File: src/rtl/rr_decoder_arbiter.sv
// Round-robin owner arbitration for a shared 2-to-4 one-hot decoder.
// Grants are registered, timed out after HOLD_MAX cycles and separated by one blank cycle.
module rr_decoder_arbiter #(
    parameter int SEL_W    = 2,
    parameter int HOLD_MAX = 15,
    localparam int N       = 2 ** SEL_W,
    localparam int CNT_W   = (HOLD_MAX > 0) ? $clog2(HOLD_MAX + 1) : 1
) (
    input  logic             clk,
    input  logic             rst,
    input  logic [N-1:0]     req,
    input  logic [N-1:0]     done,
    output logic [N-1:0]     gnt,
    output logic [SEL_W-1:0] sel,
    output logic             dec_off,
    output logic             busy,
    output logic             tmo
);

    typedef enum logic {IDLE, GRANT} state_t;

    state_t             r_state, w_nstate;
    logic [SEL_W-1:0]   r_ptr, w_ptr;
    logic [CNT_W-1:0]   r_hold_cnt, w_hold_cnt;
    logic [N-1:0]       r_gnt, w_gnt;
    logic [SEL_W-1:0]   r_sel, w_sel;
    logic               r_dec_off, w_dec_off;
    logic               r_busy, w_busy;
    logic               r_tmo, w_tmo;

    logic               w_found;
    logic [SEL_W-1:0]   w_idx;
    logic [SEL_W-1:0]   w_cand;
    logic               w_to;
    logic               w_owner_done;
    logic               w_owner_req;
    logic               w_release;

    // Rotating search starting at ptr; first hit wins.
    always_comb begin
        w_found = 1'b0;
        w_idx   = r_ptr;
        w_cand  = r_ptr;
        for (int k = 0; k < N; k++) begin
            w_cand = r_ptr + SEL_W'(k);
            if (!w_found && req[w_cand]) begin
                w_found = 1'b1;
                w_idx   = w_cand;
            end
        end
    end

    generate
        if (HOLD_MAX != 0) begin : g_timeout
            assign w_to = (r_hold_cnt == CNT_W'(HOLD_MAX - 1));
        end else begin : g_no_timeout
            assign w_to = 1'b0;
        end
    endgenerate

    assign w_owner_done = done[r_sel];
    assign w_owner_req  = req[r_sel];
    assign w_release    = w_owner_done || !w_owner_req || w_to;

    always_comb begin
        w_nstate   = r_state;
        w_ptr      = r_ptr;
        w_hold_cnt = r_hold_cnt;
        w_gnt      = r_gnt;
        w_sel      = r_sel;
        w_dec_off  = r_dec_off;
        w_busy     = r_busy;
        w_tmo      = 1'b0;
        case (r_state)
            IDLE: begin
                if (w_found) begin
                    w_nstate   = GRANT;
                    w_gnt      = N'(1) << w_idx;
                    w_sel      = w_idx;
                    w_dec_off  = 1'b0;
                    w_busy     = 1'b1;
                    w_hold_cnt = '0;
                end else begin
                    w_gnt     = '0;
                    w_dec_off = 1'b1;
                    w_busy    = 1'b0;
                end
            end
            GRANT: begin
                if (w_release) begin
                    // sel stays on the old owner; dec_off already blanks the decoder.
                    w_nstate  = IDLE;
                    w_gnt     = '0;
                    w_dec_off = 1'b1;
                    w_busy    = 1'b0;
                    w_ptr     = r_sel + SEL_W'(1);
                    w_tmo     = w_to && !w_owner_done && w_owner_req;
                end else if (r_hold_cnt != {CNT_W{1'b1}}) begin
                    w_hold_cnt = r_hold_cnt + CNT_W'(1);
                end
            end
            default: w_nstate = IDLE;
        endcase
    end

    always_ff @(posedge clk) begin
        if (rst) begin
            r_state    <= IDLE;
            r_ptr      <= '0;
            r_hold_cnt <= '0;
            r_gnt      <= '0;
            r_sel      <= '0;
            r_dec_off  <= 1'b1;
            r_busy     <= 1'b0;
            r_tmo      <= 1'b0;
        end else begin
            r_state    <= w_nstate;
            r_ptr      <= w_ptr;
            r_hold_cnt <= w_hold_cnt;
            r_gnt      <= w_gnt;
            r_sel      <= w_sel;
            r_dec_off  <= w_dec_off;
            r_busy     <= w_busy;
            r_tmo      <= w_tmo;
        end
    end

    assign gnt     = r_gnt;
    assign sel     = r_sel;
    assign dec_off = r_dec_off;
    assign busy    = r_busy;
    assign tmo     = r_tmo;

endmodule

File: config.mk
export PLATFORM = sky130hd
export DESIGN_NAME = rr_decoder_arbiter
export DESIGN_NICKNAME = d
export VERILOG_FILES = /design/src/rtl/rr_decoder_arbiter.sv
export SDC_FILE = /design/constraint.sdc
export NUM_CORES = 1
export LEC_CHECK = 0
export BUFFER_PORTS_ARGS = -buffer_cell sky130_fd_sc_hd__buf_4
export CAP_MARGIN = 15
export CORE_AREA = 2 2 43 45
export DETAILED_ROUTE_END_ITERATION = 6
export DIE_AREA = 0 0 45 47
export GPL_TIMING_DRIVEN = 0
export PLACE_DENSITY = 0.83
export SLEW_MARGIN = 15
export SYNTH_ARGS = -nofsm -noshare
export SYNTH_HDL_FRONTEND = slang
export SYNTH_SLANG_ARGS = --single-unit
File: constraint.sdc
create_clock -name clk -period 2 [get_ports clk]
set_input_delay 0.2 -clock clk [delete_from_list [all_inputs] [get_ports clk]]
set_output_delay 0.2 -clock clk [all_outputs]
set_load 0.1 [all_outputs]
# Yosys cells after proc, flatten, opt, wreduce, memory -nomap -nowiden
# Index checks and enable logic that the tools add are counted.
[word_totals] register_bits=16 input_bits=10 out_inout_bits=9
[classes] add_sub_neg=5 n_lt_le_gt_ge=5 eq_ne=6 shift=1 mux=34 bitwise_logic=2 n_reduce_logical=16
[ops] operator="$mux W4" n=5
[ops] operator="$pmux W4 S2" n=2
[ops] operator="$lt A2 B3 Y1 const B" n=5
[ops] operator="$mux W1" n=15
[ops] operator="$bmux W1 S2" n=6
[ops] operator="$mux W2" n=3
[ops] operator="$pmux W1 S2" n=3
[ops] operator="$logic_and A1 B1 Y1" n=5
[ops] operator="$logic_not A1 Y1" n=5
[ops] operator="$add A2 B1 Y2 const B" n=2
[ops] operator="$add A2 B2 Y2 const B" n=2
[ops] operator="$add A4 B1 Y4 const B" n=1
[ops] operator="$eq A4 B4 Y1 const B" n=1
[ops] operator="$ne A2 B1 Y1 const B" n=2
[ops] operator="$ne A2 B2 Y1 const B" n=2
[ops] operator="$ne A4 B4 Y1 const B" n=1
[ops] operator="$reduce_and A2 Y1" n=2
[ops] operator="$shl A1 B2 Y4 const A" n=1
[ops] operator="$reduce_and A3 Y1" n=1
[ops] operator="$reduce_or A3 Y1" n=1
[ops] operator="$logic_or A1 B1 Y1" n=2
[ops] operator="$not A1 Y1" n=2

# Longest topological paths before layout
# Gate-level depths: netlist of run 1.
[logic_depth] depth_word=15 ltp_mapped=7 ltp_nobuf=6

# Worst setup path before layout of run 1
# Ideal clock, no wire load.
[synth_path] kind="flip-flop to flip-flop" startpoint="register r_sel[0], in the netlist sel[0]" endpoint="register r_hold_cnt[2]" arrival_ns=2.239 required_time_ns=1.927 slack_ns=-0.312 stages_incl_launch_ff=7 n_path_buf=1 cell_sequence="dfxtp_1 inv_1 mux4_2 and3_1 buf_6 and4b_4 nor3_2"
[synth_via] elab_chain_cells=7 elab_cells_between_ends=9 classes_between="eq/ne: 1; mux: 4; reduce/logical: 4"
[synth_lines] element="start: declaration" line_no="26" text="logic [SEL_W-1:0] r_sel, w_sel;"
[synth_lines] element="start signal: assignment" line_no="121" text="r_sel <= w_sel;"
[synth_lines] element="$bmux W1 S2" line_no="62" text="assign w_owner_req = req[r_sel];"
[synth_lines] element="$mux W1 (not written as such)" line_no="62"
[synth_lines] element="$logic_not A1 Y1" line_no="63" text="assign w_release = w_owner_done || !w_owner_req || w_to;"
[synth_lines] element="$logic_or A1 B1 Y1 * (2 in series)" line_no="63"
[synth_lines] element="$ne A2 B2 Y1 (no source line) *"
[synth_lines] element="$reduce_and A3 Y1 (no source line) *"
[synth_lines] element="end signal: assignment" line_no="119" text="r_hold_cnt <= w_hold_cnt;"
[synth_lines] element="end: declaration" line_no="24" text="logic [CNT_W-1:0] r_hold_cnt, w_hold_cnt;"
# Mark *: on every way between the ends. The rest lies on a longest branch, timed or not. The select of a mux whose other input is x is not followed.
# A chain may end at the register's enable or synchronous reset.

# Final worst setup path of run 1
[layout_path] startpoint="register r_sel[0], in the netlist sel[0]" endpoint="register r_gnt[1], in the netlist gnt[1]"
[layout_via] elab_chain_cells=6 elab_cells_between_ends=8 classes_between="eq/ne: 1; mux: 4; reduce/logical: 3"
[layout_lines] element="$bmux W1 S2" line_no="62"
[layout_lines] element="$mux W1 (not written as such)" line_no="62"
[layout_lines] element="$logic_not A1 Y1" line_no="63"
[layout_lines] element="$logic_or A1 B1 Y1 * (2 in series)" line_no="63"
[layout_lines] element="$ne A2 B1 Y1 (no source line) *"
[layout_lines] element="end signal: assignment" line_no="120" text="r_gnt <= w_gnt;"
[layout_lines] element="end: declaration" line_no="25" text="logic [N-1:0] r_gnt, w_gnt;"
# Marked as above.

==> results of run 1 <==
-- layout by cell type (no fill, tap or decap), drive strengths merged, types with 2 or more instances in the layout --
cell and n:
o211ai 2, nor3 4, dfxtp 16, nor2b 7
nor2 14, a22oi 2, clkbuf 5, a21o 2
nand2 4, a21oi 7, nand3 5, ha 2
o21ai 4, inv 3, a32oi 2, nand2b 3
buf 19
-- how the worst min path moves through the flow --
| stage | to | start | cells after the start |
|---|---|---|---|
| after floorplan | sel[1] | rst | 1 |
| after global placement | sel[1] | rst | 2 |
| after detailed placement | sel[1] | rst | 2 |
| after CTS | sel[1] | rst | 2 |
| after global routing | tmo | rst | 2 |
| final | sel[1] | rst | 2 |
-- registers in the layout (all words and copies together) (netlist names) --
register	cells
r_ptr	2
busy	1
dec_off	1
sel	2
gnt	4
tmo	1
r_state	1
r_hold_cnt	4
-- kinds of logic after synthesis --
family                   count (synthesis)
AND/OR/NAND/NOR                         44
AO/OA/AOI/OAI                           23
flip-flops                              16
buffers and inverters                    5
multiplexers                             2
adder cells (fa/ha/maj)                  2
XOR/XNOR                                 1
-- critical path, stage by stage, from the launching register on --
cell and delay [ns]:
dfxtp_2 0.36, inv_1 0.09, mux4_2 0.56, and3_1 0.20, buf_6 0.14, a22oi_1 0.18
nor2_1 0.05
-- per-stage QoR --
stage / hold WS, ns / cell area (µm²) / power [mW]
2_1_floorplan: 0.272 / 802 / 0.562
3_3_place_gp: 0.422 / 958 / 0.621
3_5_place_dp: 0.427 / 958 / 0.627
4_1_cts: 0.105 / 995 / 0.848
5_1_grt: 0.111 / 995 / 0.881
6_report: 0.113 / 995 / 0.845
-- metal layers --
layer | track usage, % | up-vias | routed length, µm
li1 | - | 381 | -
met1 | 22.7 | 335 | 742
met2 | 31.7 | 15 | 933
met3 | 6.15 | 4 | 80
met4 | 13.5 | 0 | 27
met5 | 0 | - | 0
-- area by class of cell --
cell class | count | area (µm²) | share of cell area [%]
plain buffers | 2 | 15.0 | 1.51
clock buffers | 4 | 36.3 | 3.65
inverters | 3 | 11.3 | 1.13
multi-input cells | 72 | 453 | 45.5
flip-flops and latches | 16 | 323 | 32.5
well taps | 17 | 21.3 | 2.14
repair buffers | 18 | 135 | 13.6
-- power breakdown --
group	switching, mW	internal, mW	total, mW
logic	0.177	0.0783	0.255
registers	0.0233	0.342	0.365
clock network	0.113	0.111	0.225
==> impl_metrics.env, run 1 <==
export IMPL_setup_ws_ns=0.299
export IMPL_fin_crit_sh_pct=85.0
export IMPL_post_route_min_period_ns=1.70
export IMPL_cp_required_ns=2.18
export IMPL_crit_path_end_kind="flip-flop"
export IMPL_fin_cells=132
export IMPL_rows=15
export IMPL_utilization_pct=60.2
export IMPL_ff2ff_path_depth=6
export IMPL_core_mm2=0.00165
export IMPL_path_class="flip-flop to flip-flop"
export IMPL_synth_top_flop_cell="dfxtp_1"
export IMPL_cts_root_buf="clkbuf_4"
export IMPL_synth_top_family_by_area="simple AND/OR/NAND/NOR gates"
export IMPL_synthTopCellsByCount="dfxtp_1 (16), nor2_1 (14), a21oi_1 (7), nor2b_1 (7), nand3_1 (5)"
export IMPL_cts_hold_buf=0
export IMPL_syn_nets=105
export IMPL_yosys_area_share_adder_pct=3.13
export IMPL_async_flop_share_pct=0
export IMPL_ys_ff_latch=16
export IMPL_portBuffers=18
export IMPL_synth_compound_area_share_pct=18.9
export IMPL_finalHoldViolCount=0
export IMPL_synthSimpleGateAreaFrac_pct=29.4
export IMPL_first_global_vias=684
export IMPL_setup_viol=0
export IMPL_tritoncts="built"
export IMPL_relSlewSlack_pct=63.9
export IMPL_via_per_inst=5.57
export IMPL_synth_area_leaders="dfxtp_1 (40%), nor2_1 (6.6%), nor2b_1 (5.5%), a21oi_1 (4.4%), ha_1 (3.1%)"
export IMPL_area_growth_pct=24.4
export IMPL_reg2reg_slack_ns=0.30
export IMPL_insertion_delay_ns=0.30
export IMPL_gp_congestion=0.786
export IMPL_syn_area_per_cell_um2=8.60
export IMPL_hp_class="input port to flip-flop"
export IMPL_cts_sinks=16
export IMPL_r2r_end="gnt[1]"
export IMPL_drt_iter0_markers=16
export IMPL_ant_nets=0
export IMPL_die_w_um=45
export IMPL_syn_area_um2=800
export IMPL_clk_pin_slew_ns=0.10
export IMPL_wire_per_inst_um=13.5
export IMPL_r2r_start="sel[0]"
export IMPL_ys_warn_count=0
export IMPL_netlist_area_leader_share_pct=40.1
export IMPL_start_util_pct=48.4
export IMPL_cts_max_path_buffers=2
export IMPL_n_antenna_cell=0
export IMPL_numCtsBuffers=3
export IMPL_dieArea_mm2=0.00212
export IMPL_vdd_drop_max_mv=0.592
export IMPL_synthMuxAreaShare_pct=4.07
export IMPL_synth_xor_xnor_area_share_pct=1.10
export IMPL_post_cts_buffers=0
export IMPL_fmax_mhz=588
export IMPL_clock_skew_ns=0.00296
export IMPL_synth_most_common_cell="dfxtp_1"
export IMPL_synth_edf_count=0
export IMPL_grt_ovfl_total=0
export IMPL_hpwl_mm=1.28
export IMPL_yosys_area_top_type="dfxtp_1"
export IMPL_gr_usage_all_layers_pct=19.8
export IMPL_io_pins=19
export IMPL_nFillCells=153
export IMPL_ys_types=32
export IMPL_grt_max_degree=11
export IMPL_powerDensity_mw_per_mm2=850
export IMPL_worst_endpoint_arrival_ns=1.89
export IMPL_drive_above_1_share_pct=24.3
export IMPL_status="finished clean"
export IMPL_drtPass1Iterations=4
export IMPL_drcViolationCount=0
export IMPL_pre_cts_slack_ns=0.315
export IMPL_wirelength_mm=1.78
export IMPL_crit_end="gnt[1]"
export IMPL_dp_cells=128
export IMPL_path_max_fanout=9
export IMPL_cts_htree_levels=1
export IMPL_slew_viol_final=0
export IMPL_cellLeakagePower_nw=0.416
export IMPL_nets=128
export IMPL_tightest_slew_ns=0.542
export IMPL_syn_instance_count=93
export IMPL_crit_start="sel[0]"
export IMPL_antenna_found_initial=0
export IMPL_cts_resized_gates=0
export IMPL_rsz0062_at_grt="false"
export IMPL_drv_cap=0
export IMPL_via_count=735
export IMPL_startpoint_type="flip-flop"
export IMPL_tns_ns=0
export IMPL_synth_seq_area_share_pct=40.1
export IMPL_die_y_um=47
export IMPL_grt_pass1_wl_mm=2.93
Note: power is estimated with default switching activity, not from simulation.
==> run 2: changes to the inputs <==
--- a/config.mk
+++ b/config.mk
@@ -7,11 +7,13 @@
 export LEC_CHECK = 0
 export BUFFER_PORTS_ARGS = -buffer_cell sky130_fd_sc_hd__buf_4
 export CAP_MARGIN = 15
-export CORE_AREA = 2 2 43 45
+export CELL_PAD_IN_SITES_DETAIL_PLACEMENT = 1
+export CELL_PAD_IN_SITES_GLOBAL_PLACEMENT = 2
+export CORE_AREA = 2 2 62 52
 export DETAILED_ROUTE_END_ITERATION = 6
-export DIE_AREA = 0 0 45 47
+export DIE_AREA = 0 0 64 54
 export GPL_TIMING_DRIVEN = 0
-export PLACE_DENSITY = 0.83
+export PLACE_DENSITY = 0.82
 export SLEW_MARGIN = 15
 export SYNTH_ARGS = -nofsm -noshare
 export SYNTH_HDL_FRONTEND = slang
==> run 2 against run 1 <==
Effect of this change: critical endpoint unchanged; count of clock-buffer cells in the layout unchanged; highest routed layer unchanged; sequential share of layout area down 0.91 points; largest cell class unchanged; global-route usage down 5.8 points; clock skew up 0.0038 ns.
==> impl_metrics.env, run 2 (synthesis results as in run 1) <==
export IMPL_status="finished clean"
export IMPL_fin_crit_sh_pct=86.8
export IMPL_final_common_cell="buf_4"
export IMPL_setup_viol=0
export IMPL_cts_hold_buf=0
export IMPL_ant_nets=0
export IMPL_grt_pass1_wl_mm=3.54
export IMPL_ff2ff_path_depth=6
export IMPL_die_y_um=54
export IMPL_dp_cells=151
export IMPL_crit_end="gnt[1]"
export IMPL_start_util_pct=27.5
export IMPL_powerDensity_mw_per_mm2=831
export IMPL_post_route_min_period_ns=1.74
export IMPL_crit_start="sel[0]"
export IMPL_n_antenna_cell=0
export IMPL_reg2reg_slack_ns=0.26
export IMPL_fmax_mhz=576
export IMPL_cts_resized_gates=0
export IMPL_fin_cells=155
export IMPL_cellLeakagePower_nw=0.416
export IMPL_slew_viol_final=0
export IMPL_gr_usage_all_layers_pct=14.0
export IMPL_antenna_found_initial=0
export IMPL_path_class="flip-flop to flip-flop"
export IMPL_post_cts_buffers=0
export IMPL_nets=128
export IMPL_drt_iter0_markers=12
export IMPL_nFillCells=346
export IMPL_startpoint_type="flip-flop"
export IMPL_area_growth_pct=28.0
export IMPL_min_delay_start="rst"
export IMPL_cts_max_path_buffers=2
export IMPL_utilization_pct=35.2
export IMPL_rows=18
export IMPL_r2r_end="gnt[1]"
export IMPL_clock_skew_ns=0.00674
export IMPL_via_count=762
export IMPL_first_global_vias=773
export IMPL_gp_congestion=0.717
export IMPL_die_w_um=64
export IMPL_hold_slack_ns=0.112
export IMPL_wirelength_mm=2.15
export IMPL_path_max_fanout=9
export IMPL_core_mm2=0.00291
export IMPL_drtPass1Iterations=4
export IMPL_tns_ns=0
export IMPL_drcViolationCount=0
export IMPL_cts_sinks=16
export IMPL_rsz0062_at_grt="false"
export IMPL_numCtsBuffers=3
export IMPL_tightest_slew_ns=0.548
export IMPL_worst_endpoint_arrival_ns=1.91
export IMPL_dpl_cell_area_um2=987
export IMPL_finalHoldViolCount=0
export IMPL_tritoncts="built"
export IMPL_crit_path_end_kind="flip-flop"
export IMPL_drv_cap=0
export IMPL_cp_required_ns=2.18
export IMPL_hp_class="input port to flip-flop"
export IMPL_portBuffers=18
export IMPL_drive_above_1_share_pct=24.3
export IMPL_final_area_mm2=0.00102
export IMPL_cts_htree_levels=1
export IMPL_grt_max_degree=11
export IMPL_grt_ovfl_total=0
export IMPL_dieArea_mm2=0.00346
export IMPL_hpwl_mm=1.59
export IMPL_via_per_inst=4.92
export IMPL_wire_per_inst_um=13.9
export IMPL_io_pins=19
export IMPL_cts_root_buf="clkbuf_4"
export IMPL_clk_pin_slew_ns=0.10
export IMPL_final_cell_mix="buf_4 (18), nor2_1 (14), dfxtp_1 (14)"
export IMPL_vdd_drop_max_mv=0.389
export IMPL_r2r_start="sel[0]"
export IMPL_insertion_delay_ns=0.30
export IMPL_relSlewSlack_pct=63.5
==> run 2: cell counts in the layout (fill, tap and decap cells not counted) <==
No cell type changed its count.
==> run 2: how the worst min path moves through the flow <==
stage	end	slack, ns	cells after the start
4_1_cts	tmo	0.11	2
3_3_place_gp	sel[1]	0.43	2
2_1_floorplan	sel[1]	0.27	1
3_5_place_dp	sel[1]	0.44	2
6_report	tmo	0.11	2
5_1_grt	tmo	0.10	2
==> run 2: cell type report <==
cell class / count / area, µm² / share of cell area [%]
plain buffers: 2 / 15.0 / 1.47
flip-flops and latches: 16 / 323 / 31.5
repair buffers: 18 / 135 / 13.2
inverters: 3 / 11.3 / 1.10
well taps: 40 / 50.0 / 4.89
multi-input cells: 72 / 453 / 44.3
clock buffers: 4 / 36.3 / 3.55
==> run 2: metrics by stage <==
stage	total power, mW	setup WS, ns
finish	0.850	0.264
global route	0.899	0.136
CTS	0.861	0.261
detailed placement	0.632	0.273
global placement	0.626	0.332
floorplan	0.562	0.0517
==> run 2: layer usage <==
metal	track usage [%]	up-vias	part of all wire [%]
li1	-	379	-
met1	16.0	368	47
met2	24.5	10	48
met3	3.14	5	2.5
met4	8.70	0	2.4
met5	0	-	0
==> run 2: report_power, final <==
| part | internal [mW] | leakage (nW) | switching, mW | total [mW] |
|---|---|---|---|---|
| Sequential | 0.342 | 0.132 | 0.0242 | 0.366 |
| Clock | 0.111 | 0.0210 | 0.114 | 0.225 |
| Combinational | 0.0783 | 0.263 | 0.181 | 0.259 |
==> run 2: critical path, stage by stage (launching register included) <==
cell	delay, ns
dfxtp_2	0.35
inv_1	0.09
mux4_2	0.56
and3_1	0.22
buf_6	0.14
a22oi_1	0.20
nor2_1	0.06
==> run 3: changes to the inputs <==
--- a/config.mk
+++ b/config.mk
@@ -13,7 +13,7 @@
 export DETAILED_ROUTE_END_ITERATION = 6
 export DIE_AREA = 0 0 64 54
 export GPL_TIMING_DRIVEN = 0
-export PLACE_DENSITY = 0.82
+export PLACE_DENSITY = 0.84
 export SLEW_MARGIN = 15
 export SYNTH_ARGS = -nofsm -noshare
 export SYNTH_HDL_FRONTEND = slang
==> run 3 against run 2 <==
Effect of this change: count of clock-buffer cells in the layout unchanged; cell count stayed put; worst hold slack improved by 0.012 ns; critical path depth did not move; critical path type unchanged.
==> impl_metrics.env, run 3 (synthesis results as in run 1) <==
export IMPL_powerDensity_mw_per_mm2=826
export IMPL_core_mm2=0.00291
export IMPL_post_cts_buffers=0
export IMPL_cellLeakagePower_nw=0.416
export IMPL_grt_pass1_wl_mm=3.55
export IMPL_clock_skew_ns=0.0100
export IMPL_fmax_mhz=573
export IMPL_area_growth_pct=28.0
export IMPL_start_util_pct=27.5
export IMPL_reg2reg_slack_ns=0.25
export IMPL_gr_usage_all_layers_pct=13.6
export IMPL_relSlewSlack_pct=65.0
export IMPL_drtPass1Iterations=4
export IMPL_via_count=741
export IMPL_crit_path_end_kind="flip-flop"
export IMPL_clk_pin_slew_ns=0.11
export IMPL_n_antenna_cell=0
export IMPL_startpoint_type="flip-flop"
export IMPL_numCtsBuffers=3
export IMPL_io_pins=19
export IMPL_cts_sinks=16
export IMPL_internal_power_uw=531
export IMPL_whs_path_depth=2
export IMPL_rsz0062_at_grt="false"
export IMPL_crit_start="sel[0]"
export IMPL_die_y_um=54
export IMPL_drt_iter0_markers=4
export IMPL_fin_crit_sh_pct=87.3
export IMPL_swShare_pct=37.2
export IMPL_multi_input_area_um2=453
export IMPL_drcViolationCount=0
export IMPL_hp_class="input port to flip-flop"
export IMPL_r2r_start="sel[0]"
export IMPL_dpl_cell_area_um2=987
export IMPL_rows=18
export IMPL_antenna_found_initial=0
export IMPL_first_global_vias=784
export IMPL_register_area_um2=323
export IMPL_final_cell_mix="buf_4 (18), nor2_1 (14), dfxtp_1 (14)"
export IMPL_nets=128
export IMPL_cpMaxStageDelayCell="mux4_2"
export IMPL_cts_max_path_buffers=2
export IMPL_drive_above_1_share_pct=24.3
export IMPL_ff2ff_path_depth=6
export IMPL_hpwl_mm=1.62
export IMPL_cp_required_ns=2.16
export IMPL_crit_chain="inv_1 > mux4_2 > and3_1 > buf_6 > a22oi_1 > nor2_1"
export IMPL_r2r_end="gnt[1]"
export IMPL_portBuffers=18
export IMPL_min_to="tmo"
export IMPL_final_area_mm2=0.00102
export IMPL_insertion_delay_ns=0.29
export IMPL_finalHoldViolCount=0
export IMPL_gp_congestion=0.696
export IMPL_path_class="flip-flop to flip-flop"
export IMPL_tritoncts="built"
export IMPL_cts_htree_levels=1
export IMPL_grt_max_degree=11
export IMPL_combPwrFrac_pct=30.5
export IMPL_tightest_slew_ns=0.525
export IMPL_setup_viol=0
export IMPL_vdd_drop_max_mv=0.431
export IMPL_post_route_min_period_ns=1.75
export IMPL_wirelength_mm=2.10
export IMPL_cts_hold_buf=0
export IMPL_max_stage_delay_ns=0.56
export IMPL_drv_cap=0
export IMPL_grt_ovfl_total=0
export IMPL_netSwitchingPower_uw=315
export IMPL_status="finished clean"
export IMPL_die_w_um=64
export IMPL_via_per_inst=4.78
export IMPL_pwr_share_clk_pct=26.0
export IMPL_slew_viol_final=0
export IMPL_cts_root_buf="clkbuf_4"
export IMPL_path_max_fanout=9
export IMPL_power_frac_seq_pct=43.4
export IMPL_ant_nets=0
export IMPL_nFillCells=353
export IMPL_dieArea_mm2=0.00346
export IMPL_min_delay_start="rst"
export IMPL_tns_ns=0
export IMPL_cts_resized_gates=0
export IMPL_worst_endpoint_arrival_ns=1.91
export IMPL_final_common_cell="buf_4"
export IMPL_wire_per_inst_um=13.6
run 3: cell counts in the layout (fill, tap and decap cells not counted):
No cell type changed its count.
run 3: metrics by stage:
step	hold WS [ns]	setup WS [ns]	total power [mW]	util, %	cells
detailed placement	0.437	0.261	0.635	34.0	151
global placement	0.431	0.334	0.626	34.0	151
finish	0.123	0.255	0.846	35.2	155
CTS	0.122	0.234	0.855	35.2	155
floorplan	0.272	0.0517	0.562	-	93
global route	0.114	0.133	0.893	35.2	155
run 3: final cells by class:
cell class / instances / share of cell area, %
buffer: 2 / 1.47
clock buffer: 4 / 3.55
inverter: 3 / 1.10
multi-input combinational: 72 / 44.3
sequential: 16 / 31.5
tap: 40 / 4.89
timing repair buffer: 18 / 13.2
run 3: power groups by stage:
stage	clock [mW]	sequential, mW	combinational (mW)
3_5_place_dp	0	0.374	0.261
3_3_place_gp	0	0.372	0.254
2_1_floorplan	0	0.471	0.0908
6_report	0.220	0.367	0.258
5_1_grt	0.245	0.371	0.277
4_1_cts	0.226	0.367	0.262
run 3: layer usage:
metal  up-vias  GRT usage (%)  routed length, µm
met5         -              0                  0
met4         0           2.17                 15
met3         2           3.97                 70
met2        12           27.1               1070
met1       348           14.6                950
li1        379              -                  -
run 3: worst max path at each step:
stage / endpoint / slack, ns / cells past startpoint
after floorplan: r_hold_cnt[2] / 0.05 / 6
after global placement: gnt[1] / 0.33 / 7
after detailed placement: gnt[1] / 0.26 / 6
after CTS: gnt[1] / 0.23 / 6
after global routing: r_hold_cnt[3] / 0.13 / 6
final: gnt[1] / 0.25 / 6
run 3: critical path, delay by kind of cell (launching register included):
| kind | cells | cell delay (ns) |
|---|---|---|
| flops | 1 | 0.36 |
| compound gates | 1 | 0.20 |
| buf+inv | 2 | 0.24 |
| mux | 1 | 0.56 |
| simple gates | 2 | 0.26 |
